$ cat config.mk
export PLATFORM = sky130hd
export DESIGN_NAME = wptr_full_tmr
export DESIGN_NICKNAME = d
export VERILOG_FILES = /design/src/rtl/wptr_full_tmr.sv
export SDC_FILE = /design/constraint.sdc
export NUM_CORES = 1
export LEC_CHECK = 0
export ABC_AREA = 1
export ABC_CLOCK_PERIOD_IN_PS = 2300
export BUFFER_PORTS_ARGS = -buffer_cell sky130_fd_sc_hd__buf_2
export CAP_MARGIN = 25
export CORE_MARGIN = 4
export CORE_UTILIZATION = 30
export DETAILED_ROUTE_END_ITERATION = 16
export GPL_TIMING_DRIVEN = 0
export SLEW_MARGIN = 20
export SYNTH_ARGS = -nofsm -noshare
export SYNTH_HDL_FRONTEND = slang
export SYNTH_SLANG_ARGS = --single-unit
$ cat constraint.sdc
create_clock -name wclk -period 2.3 [get_ports wclk]
set_input_delay 0.69 -clock wclk [delete_from_list [all_inputs] [get_ports wclk]]
set_output_delay 0.69 -clock wclk [all_outputs]
set_load 0.05 [all_outputs]
$ cat src/rtl/wptr_full_tmr.sv
// wptr_full_tmr: write-side pointer, full and level logic of an async FIFO.
// Pointers are triplicated, majority-voted and scrubbed every cycle.
module wptr_full_tmr #(
   parameter int ASIZE        = 3,
   parameter int AFULL_THRESH = 6,
   parameter int ECNT_W       = 8
) (
   input  logic              wclk,
   input  logic              wrst,
   input  logic              winc,
   input  logic [ASIZE:0]    wq2_rptr,
   input  logic              clr_err,
   output logic [ASIZE-1:0]  waddr,
   output logic [ASIZE:0]    wptr,
   output logic              wfull,
   output logic              walmost_full,
   output logic [ASIZE:0]    wlevel,
   output logic              woverflow,
   output logic              seu_err,
   output logic [ECNT_W-1:0] seu_err_cnt
);
   localparam int PW = ASIZE + 1;
   localparam logic [PW-1:0] THRESH = PW'(AFULL_THRESH);

   logic [PW-1:0] wbin0, wbin1, wbin2;
   logic [PW-1:0] wgray0, wgray1, wgray2;
   logic [PW-1:0] wbin_v, wgray_v;
   logic [PW-1:0] wbinnext, wgraynext;
   logic [PW-1:0] rbin, lvlnext, full_cmp;
   logic          wen, upset;

   // Vote the copies, form the next pointer and decode the read pointer
   always_comb begin
      wbin_v    = (wbin0 & wbin1) | (wbin0 & wbin2) | (wbin1 & wbin2);
      wgray_v   = (wgray0 & wgray1) | (wgray0 & wgray2) | (wgray1 & wgray2);
      wen       = winc & ~wfull;
      wbinnext  = wbin_v + {{ASIZE{1'b0}}, wen};
      wgraynext = (wbinnext >> 1) ^ wbinnext;
      rbin      = '0;
      for (int i = 0; i < PW; i++) begin
         rbin[i] = ^(wq2_rptr >> i);
      end
      lvlnext   = wbinnext - rbin;
      full_cmp  = {~wq2_rptr[ASIZE:ASIZE-1], wq2_rptr[ASIZE-2:0]};
      upset     = |((wbin0 ^ wbin1) | (wbin0 ^ wbin2) |
                    (wgray0 ^ wgray1) | (wgray0 ^ wgray2));
   end

   assign waddr = wbin_v[ASIZE-1:0];
   assign wptr  = wgray_v;

   // All three copies reload the voted/incremented value, scrubbing upsets
   always_ff @(posedge wclk or posedge wrst) begin
      if (wrst) begin
         wbin0  <= '0;
         wbin1  <= '0;
         wbin2  <= '0;
         wgray0 <= '0;
         wgray1 <= '0;
         wgray2 <= '0;
      end else begin
         wbin0  <= wbinnext;
         wbin1  <= wbinnext;
         wbin2  <= wbinnext;
         wgray0 <= wgraynext;
         wgray1 <= wgraynext;
         wgray2 <= wgraynext;
      end
   end

   // Registered full, almost-full and fill level from the next pointer
   always_ff @(posedge wclk or posedge wrst) begin
      if (wrst) begin
         wfull        <= 1'b0;
         walmost_full <= 1'b0;
         wlevel       <= '0;
      end else begin
         wfull        <= (wgraynext == full_cmp);
         walmost_full <= (lvlnext >= THRESH);
         wlevel       <= lvlnext;
      end
   end

   // Sticky overflow and upset reporting; a new event beats a clear
   always_ff @(posedge wclk or posedge wrst) begin
      if (wrst) begin
         woverflow   <= 1'b0;
         seu_err     <= 1'b0;
         seu_err_cnt <= '0;
      end else begin
         if (winc && wfull) begin
            woverflow <= 1'b1;
         end else if (clr_err) begin
            woverflow <= 1'b0;
         end
         seu_err <= upset;
         if (upset) begin
            if (clr_err) begin
               seu_err_cnt <= ECNT_W'(1);
            end else if (!(&seu_err_cnt)) begin
               seu_err_cnt <= seu_err_cnt + ECNT_W'(1);
            end
         end else if (clr_err) begin
            seu_err_cnt <= '0;
         end
      end
   end

endmodule

==> out/metrics.cfg, run 1 <==
[clocking]
cts_root_buf=clkbuf_4
clock_latency_ns=0.26
cts.reportedPaths.clkPinSlew_ns=0.07
clock_path_buffers=2
post_cts_buffers=0
cts_sinks=14
tritoncts=yes
postCtsHoldBufs=0
numCtsBuffers=3
h-tree-depth=1
cts.repair.resized=0

[floorplan]
die_h_um=60.4
start_util_pct=32.4
core_area_um2=2540
die_w_um=60.4
die-area_um2=3650
rows=18
ios=31

[placed_design]
dp_slack_ns=-0.164
gp_congestion=0.792
port_buffers=21
dpl.hpwl_um=1280
placed_area_um2=996
dp_cells=167

[routing]
firstDrtPassIters=2
viasPerCell=4.09
routed_wl_um=1450
ant_nets=0
wl_per_cell_um=8.54
drtIter0Drc=15
drc=0
vias=695

[yosys]
yosys_warnings=0
synth_cells=108
ys_ff_latch=14
synthTopCellsByCount=nand2_1 (34), inv_1 (24), dfrtp_1 (14)
yosys.area.top_type=dfrtp_1
synth-edff-count=0
async_reset_ff_share_pct=100
synth_seq_area_share_pct=42.6
synth_flop_cell=dfrtp_1
syn-cell-area_um2=823
avgSynthCellArea_um2=7.62
yosys.area.top_type_share_pct=42.6
ys_types=12
synth_area_leaders=dfrtp_1 (43%), nand2_1 (16%), inv_1 (11%)
yosysMostFrequentCell=nand2_1

[setup_path]
cp.required_ns=2.45
start_kind=input port
worstSetupEndpointType=flip-flop
crit_type=in2reg
path_max_fanout=5
rrSetupSlack_ns=0.30
crit_arrival_ns=2.28

[grt]
grt_pass1_wl_um=2450
first_global_vias=656
gr-usage-all-layers_pct=9.01
grt_overflow_total=0
antenna_found_initial=0
grt_max_degree=15

[finish]
areaGrowthSynthToFinish_pct=25.5
layout.cells.non_filler=170
nNetsFinal=155
design_area_um2=1030
diodes=0
drive_gt1_share_pct=25.7

[timing]
fin_worst_skew_ns=0.00194
fmax_ghz=0.470
whs_ns=0.441
final-setup-viol-count=0
min_period_over_period_pct=92.6
period_needed_ns=2.13
slew_headroom_pct=66.4
worst_pin_slew_ns=0.503
fin_ws_ns=0.171
maxSlewViolCount=0
finalHoldViolCount=0

[run]
timing.max_cap.violations=0

[status]
outcome=complete, no violations

[hold_path]
worstHoldPathType=in2async

## worst max-delay path, cell delays in order
cell     delay [ns]
buf_2          0.09
inv_1          0.03
nor2_1         0.08
ha_1           0.18
ha_2           0.18
inv_1          0.04
nand2_1        0.04
nand2_1        0.16
ha_4           0.33
inv_1          0.05
nor2_1         0.09
nand3_1        0.11
nand3_1        0.12
nand3_1        0.09
## registers in the layout, indices dropped and copies added, names as in the netlist
signal,count
walmost_full,1
wfull,1
wgray2,3
woverflow,1
wlevel,4
wbin2,4
## layer usage
| metal | vias up | share of wire (%) | global-route usage, % | wire (um) |
|---|---|---|---|---|
| met1 | 304 | 40 | 9.21 | 587 |
| met4 | 0 | 0.96 | 5.70 | 14 |
| met3 | 2 | 10 | 1.49 | 152 |
| li1 | 365 | - | - | - |
| met2 | 24 | 48 | 16.8 | 696 |
| met5 | - | 0 | 0 | 0 |
## cells by family (layout without fill, tap and decap cells)
| family | count (synthesis) | in the layout | synth area share (%) |
|---|---|---|---|
| compound gates | 1 | 1 | 0.607 |
| flops | 14 | 14 | 42.6 |
| simple gates | 51 | 51 | 25.5 |
| buf+inv | 33 | 57 | 19.1 |
| other cells | 1 | 9 | 0.455 |
| fa+ha+maj | 5 | 5 | 7.60 |
| xor+xnor | 3 | 3 | 4.10 |
## layout make-up
type / instances / area [um^2]
clock buffer: 3 / 22.5
fill: 269 / 1510
inverter: 24 / 90.1
tap: 30 / 37.5
buffer: 9 / 67.6
multi-input combinational: 69 / 360
sequential: 14 / 350
timing repair buffer: 21 / 105
## placed cells by master, fill, tap and decap left out
| master | instances |
|---|---|
| inv_1 | 24 |
| nand2_1 | 34 |
| buf_4 | 9 |
| conb_1 | 9 |
| clkbuf_4 | 3 |
| dfrtp_1 | 14 |
| xor2_2 | 1 |
| and2_1 | 1 |
| nor2_1 | 3 |
| ha_1 | 3 |
| ha_4 | 1 |
| ha_2 | 1 |
| xor2_1 | 2 |
| nand3_1 | 13 |
| buf_2 | 21 |
| o21ai_0 | 1 |
## final timing paths
check	from	to	depth (start not counted)
max	winc	walmost_full	14
max reg2reg	wfull	walmost_full	12
min	wrst	wbin2[0]	2
max in group asynchronous	wrst	wlevel[0]	2
min in group wclk	wfull	woverflow	2
min reg2reg	wfull	woverflow	2
## through the flow
step	setup TNS, ns	util (%)
floorplan	0	-
finish	0	40.6
global route	-0.00201	40.6
detailed placement	-0.417	39.1
CTS	0	40.0
global placement	-0.233	39.1
Power of run 1 is left out: the tool's default activity adds up to more than one toggle a clock period on the data nets, which glitch-free logic cannot reach.
==> run 2, diff against run 1 <==
Settings changed: CORE_ASPECT_RATIO set to 0.6.
==> run 2 against run 1 <==
- worst setup slack gained 0.0049 ns
- largest cell class unchanged
- die area grew 0.76%
- wire length grew 9.3%
- register-to-register slack is essentially flat
- sequential cell count is the same
- highest routed layer unchanged
- count of clock-buffer cells in the layout is the same
- hold slack gained 0.035 ns
- via count grew 2.3%
==> out/metrics.cfg, run 2 (synthesized netlist as in run 1, its figures left out) <==
[status]
outcome=complete, no violations  ; unchanged

[clocking]
clock_latency_ns=0.24  ; was 0.26 ns
cts_root_buf=clkbuf_8  ; was clkbuf_4
numCtsBuffers=3  ; unchanged
tritoncts=yes  ; unchanged
clock_path_buffers=2  ; unchanged
cts_sinks=14  ; unchanged
h-tree-depth=1  ; unchanged
cts.repair.resized=0  ; unchanged
cts.reportedPaths.clkPinSlew_ns=0.05  ; was 0.07 ns
postCtsHoldBufs=0  ; unchanged
post_cts_buffers=0  ; unchanged

[grt]
antenna_found_initial=0  ; unchanged
first_global_vias=706  ; was 656
gr-usage-all-layers_pct=10.2  ; was 9.01%
grt_overflow_total=0  ; unchanged
grt_pass1_wl_um=2900  ; was 2450 um
grt_max_degree=15  ; unchanged

[finish]
final_common_cell=nand2_1  ; unchanged
regArea_um2=350  ; unchanged
multi_input_area_um2=370  ; was 360 um^2
areaGrowthSynthToFinish_pct=29.3  ; was 25.5%
final_cell_mix=nand2_1 (34), inv_1 (24), buf_2 (21)  ; unchanged
top_regs=wbin2 x4, wlevel x4, wgray2 x3  ; unchanged
diodes=0  ; unchanged
design_area_um2=1060  ; was 1030 um^2
drive_gt1_share_pct=25.7  ; unchanged
fillers=268  ; was 269
nNetsFinal=155  ; unchanged

[routing]
wl_met3_um=114  ; was 152 um
wl_met2_um=689  ; was 696 um
drc=0  ; unchanged
ant_nets=0  ; unchanged
viasPerCell=4.13  ; was 4.09
wl_met1_um=753  ; was 587 um
firstDrtPassIters=4  ; was 2
wl_per_cell_um=9.22  ; was 8.54 um
vias=711  ; was 695
drtIter0Drc=30  ; was 15
routed.top_layer=met4  ; unchanged
routed_wl_um=1590  ; was 1450 um

[hold_path]
worstHoldPathType=in2async  ; unchanged

[run]
timing.max_cap.violations=0  ; unchanged

[setup_path]
start_kind=input port  ; unchanged
cp.required_ns=2.42  ; was 2.45 ns
crit_path_start=winc  ; unchanged
crit_arrival_ns=2.24  ; was 2.28 ns
path_max_fanout=5  ; unchanged
r2r-start=wfull  ; unchanged
crit_type=in2reg  ; unchanged
worstSetupEndpointType=flip-flop  ; unchanged

[floorplan]
die_h_um=48.6  ; was 60.4 um
core_area_um2=2560  ; was 2540 um^2
rows=14  ; was 18
ios=31  ; unchanged
die-area_um2=3670  ; was 3650 um^2
die_w_um=75.6  ; was 60.4 um
start_util_pct=32.2  ; was 32.4%

[timing]
fin_ws_ns=0.176  ; was 0.171 ns
period_needed_ns=2.12  ; was 2.13 ns
fin_worst_skew_ns=0.00461  ; was 0.00194 ns
final-setup-viol-count=0  ; unchanged
maxSlewViolCount=0  ; unchanged
fin_tns_setup_ns=0  ; unchanged
fmax_ghz=0.471  ; was 0.470 GHz
finalHoldViolCount=0  ; unchanged
slew_headroom_pct=65.8  ; was 66.4%
worst_pin_slew_ns=0.512  ; was 0.503 ns
min_period_over_period_pct=92.3  ; was 92.6%

[placed_design]
port_buffers=21  ; unchanged
dp_slack_ns=-0.154  ; was -0.164 ns
gp_congestion=0.664  ; was 0.792
placed_area_um2=998  ; was 996 um^2
dpl.hpwl_um=1400  ; was 1280 um

==> run 2: final cells by class <==
| type | instances | share of cell area (%) |
|---|---|---|
| buffer | 9 | 6.35 |
| clock buffer | 3 | 3.88 |
| inverter | 24 | 8.46 |
| multi-input combinational | 69 | 34.8 |
| sequential | 14 | 32.9 |
| tap | 32 | 3.76 |
| timing repair buffer | 21 | 9.87 |
==> run 2: per-layer routing <==
layer / GRT usage (%) / vias to the layer above
met3: 2.07 / 4
li1: - / 365
met1: 13.1 / 318
met5: 0 / -
met4: 4.94 / 0
met2: 16.2 / 24
==> run 2: critical path, cell delays in order <==
cell,delay (ns)
buf_2,0.09
inv_1,0.03
nor2_1,0.08
ha_1,0.21
ha_4,0.14
inv_1,0.03
nand2_1,0.04
nand2_1,0.16
ha_4,0.33
inv_1,0.05
nor2_1,0.08
nand3_1,0.10
nand3_1,0.11
nand3_1,0.08
==> run 2: final timing paths <==
kind	to	cells past startpoint	slack, ns
worst max-delay path	walmost_full	14	0.18
worst min-delay path	wbin2[0]	2	0.48
worst max register to register	walmost_full	12	0.31
worst min register to register	woverflow	2	0.55
max in group asynchronous	wgray2[0]	2	1.48
min in group wclk	woverflow	2	0.55
==> run 2: stage by stage <==
stage                     hold slack (ns)  std cells  util (%)
final                               0.475        172      41.6
after global routing                0.531        172      41.6
after CTS                           0.498        172      40.7
after detailed placement            0.543        169      39.0
after global placement              0.515        169      39.0
after floorplan                     0.579        116         -
Power of run 2 is left out for the same reason.
==> run 3, diff against run 2 <==
Settings changed: CORE_ASPECT_RATIO 0.6 to unset, CORE_UTILIZATION 30 to 45, PLACE_DENSITY set to 0.74.
==> run 3 against run 2 <==
- maximum frequency down 2.9%
- first-iteration DRC count down 60%
- count of clock-buffer cells in the layout up 1
- register-to-register slack worse by 0.03 ns
- critical path depth unchanged
- hold slack worse by 0.046 ns
- non-clock buffer count unchanged
- final area down 2.5%
- highest routed layer unchanged
==> out/metrics.cfg, run 3 (synthesized netlist as in run 1, its figures left out) <==
[routing]
ant_nets=0  ; unchanged
drtIter0Drc=12  ; was 30
vias=717  ; was 711
wl_per_cell_um=8.58  ; was 9.22 um
drc=0  ; unchanged
firstDrtPassIters=5  ; was 4
routed_wl_um=1430  ; was 1590 um
viasPerCell=4.32  ; was 4.13

[timing]
fin_worst_skew_ns=0.000589  ; was 0.00461 ns
period_needed_ns=2.19  ; was 2.12 ns
whs_ns=0.430  ; was 0.475 ns
slew_headroom_pct=66.4  ; was 65.8%
fmax_ghz=0.457  ; was 0.471 GHz
fin_ws_ns=0.113  ; was 0.176 ns
finalHoldViolCount=0  ; unchanged
min_period_over_period_pct=95.1  ; was 92.3%
worst_pin_slew_ns=0.503  ; was 0.512 ns
rsz0062_at_grt=no
final-setup-viol-count=0  ; unchanged
maxSlewViolCount=0  ; unchanged

[setup_path]
cpLargestDelayFamily=adder cells  ; unchanged
crit_buf_inv=5  ; was 4
start_kind=input port  ; unchanged
path_max_fanout=6  ; was 5
rrSetupSlack_ns=0.28  ; was 0.31 ns
crit_type=in2reg  ; unchanged
path_cells=buf_2 > inv_1 > nor2_1 > ha_1 > ha_1 > inv_1 > nand3_1 > nand2_1 > inv_1 > ha_1 > inv_1 > nand3_1 > nand3_1 > nand3_1  ; was buf_2 > inv_1 > nor2_1 > ha_1 > ha_4 > inv_1 > nand2_1 > nand2_1 > ha_4 > inv_1 > nor2_1 > nand3_1 > nand3_1 > nand3_1
worstSetupEndpointType=flip-flop  ; unchanged
cp.required_ns=2.46  ; was 2.42 ns
critical-path-max-stage-delay_ns=0.38  ; was 0.33 ns
crit_arrival_ns=2.35  ; was 2.24 ns
worst_path_max_delay_cell=ha_1  ; was ha_4

[grt]
gr-usage-all-layers_pct=12.0  ; was 10.2%
grt_pass1_wl_um=2390  ; was 2900 um
grt_max_degree=15  ; unchanged
first_global_vias=648  ; was 706
grt_overflow_total=0  ; unchanged
met3_usage_pct=0.890  ; was 2.07%
met1_usage_pct=13.6  ; was 13.1%
top_usage_layer=met2  ; unchanged
antenna_found_initial=0  ; unchanged
met2_usage_pct=21.7  ; was 16.2%

[placed_design]
port_buffers=21  ; unchanged
dpl.hpwl_um=1240  ; was 1400 um
dp_cells=162  ; was 169
dp_slack_ns=-0.165  ; was -0.154 ns
gp_congestion=0.692  ; was 0.664

[finish]
nNetsFinal=155  ; unchanged
fin_util_pct=60.1  ; was 41.6%
diodes=0  ; unchanged
final_common_cell=nand2_1  ; unchanged
layout.cells.non_filler=166  ; was 172
top_regs=wbin2 x4, wlevel x4, wgray2 x3  ; unchanged
final_cell_mix=nand2_1 (34), inv_1 (24), buf_2 (21)  ; unchanged
drive_gt1_share_pct=25.5  ; was 25.7%
areaGrowthSynthToFinish_pct=26.1  ; was 29.3%

[floorplan]
ios=31  ; unchanged
die_h_um=50.8  ; was 48.6 um
rows=15  ; was 14
start_util_pct=47.7  ; was 32.2%
die-area_um2=2580  ; was 3670 um^2
die_w_um=50.8  ; was 75.6 um
core_area_um2=1730  ; was 2560 um^2

[clocking]
clock_path_buffers=2  ; unchanged
h-tree-depth=1  ; unchanged
cts.reportedPaths.clkPinSlew_ns=0.08  ; was 0.05 ns
tritoncts=yes  ; unchanged
post_cts_buffers=0  ; unchanged
numCtsBuffers=3  ; unchanged
clock_latency_ns=0.27  ; was 0.24 ns
cts_sinks=14  ; unchanged
cts_root_buf=clkbuf_4  ; was clkbuf_8
postCtsHoldBufs=0  ; unchanged

[run]
timing.max_cap.violations=0  ; unchanged

[hold_path]
worstHoldPathType=in2async  ; unchanged

[status]
outcome=complete, no violations  ; unchanged

-- run 3: changes by cell type in the layout (fill, tap and decap cells not counted) --
| cell | change |
|---|---|
| clkbuf_4 | +3 |
| clkbuf_8 | -2 |
| ha_1 | +1 |
| ha_4 | -1 |
-- run 3: routing by layer --
layer,vias up,wire (um)
li1,366,-
met5,-,0
met3,2,85
met1,324,579
met4,0,16
met2,25,744
-- run 3: cell type report --
cell class / count / area [um^2]
Sequential cell: 14 / 350
Buffer: 9 / 67.6
Timing Repair Buffer: 21 / 105
Multi-Input combinational cell: 69 / 358
Clock buffer: 4 / 36.3
Tap cell: 25 / 31.3
Inverter: 24 / 90.1
Fill cell: 165 / 688
-- run 3: final timing paths --
check / start / end / depth (start not counted)
min in group wclk: wfull / woverflow / 2
setup / recovery: winc / walmost_full / 14
max in group asynchronous: wrst / wbin2[2] / 2
setup reg to reg: wfull / walmost_full / 12
hold / removal: wrst / walmost_full / 2
hold reg to reg: wfull / woverflow / 2
-- run 3: through the flow --
stage / cell area [um^2] / TNS, ns
final: 1040 / 0
after global routing: 1040 / 0
after CTS: 1030 / 0
after detailed placement: 990 / -0.445
after global placement: 990 / -0.182
after floorplan: 853 / 0
-- run 3: timing repair --
action	4_1_cts	5_1_grt
endpoints found under the hold margin	0	0
endpoints found under the setup margin	0	1
gates resized for setup	0	1
Power of run 3 is left out for the same reason.
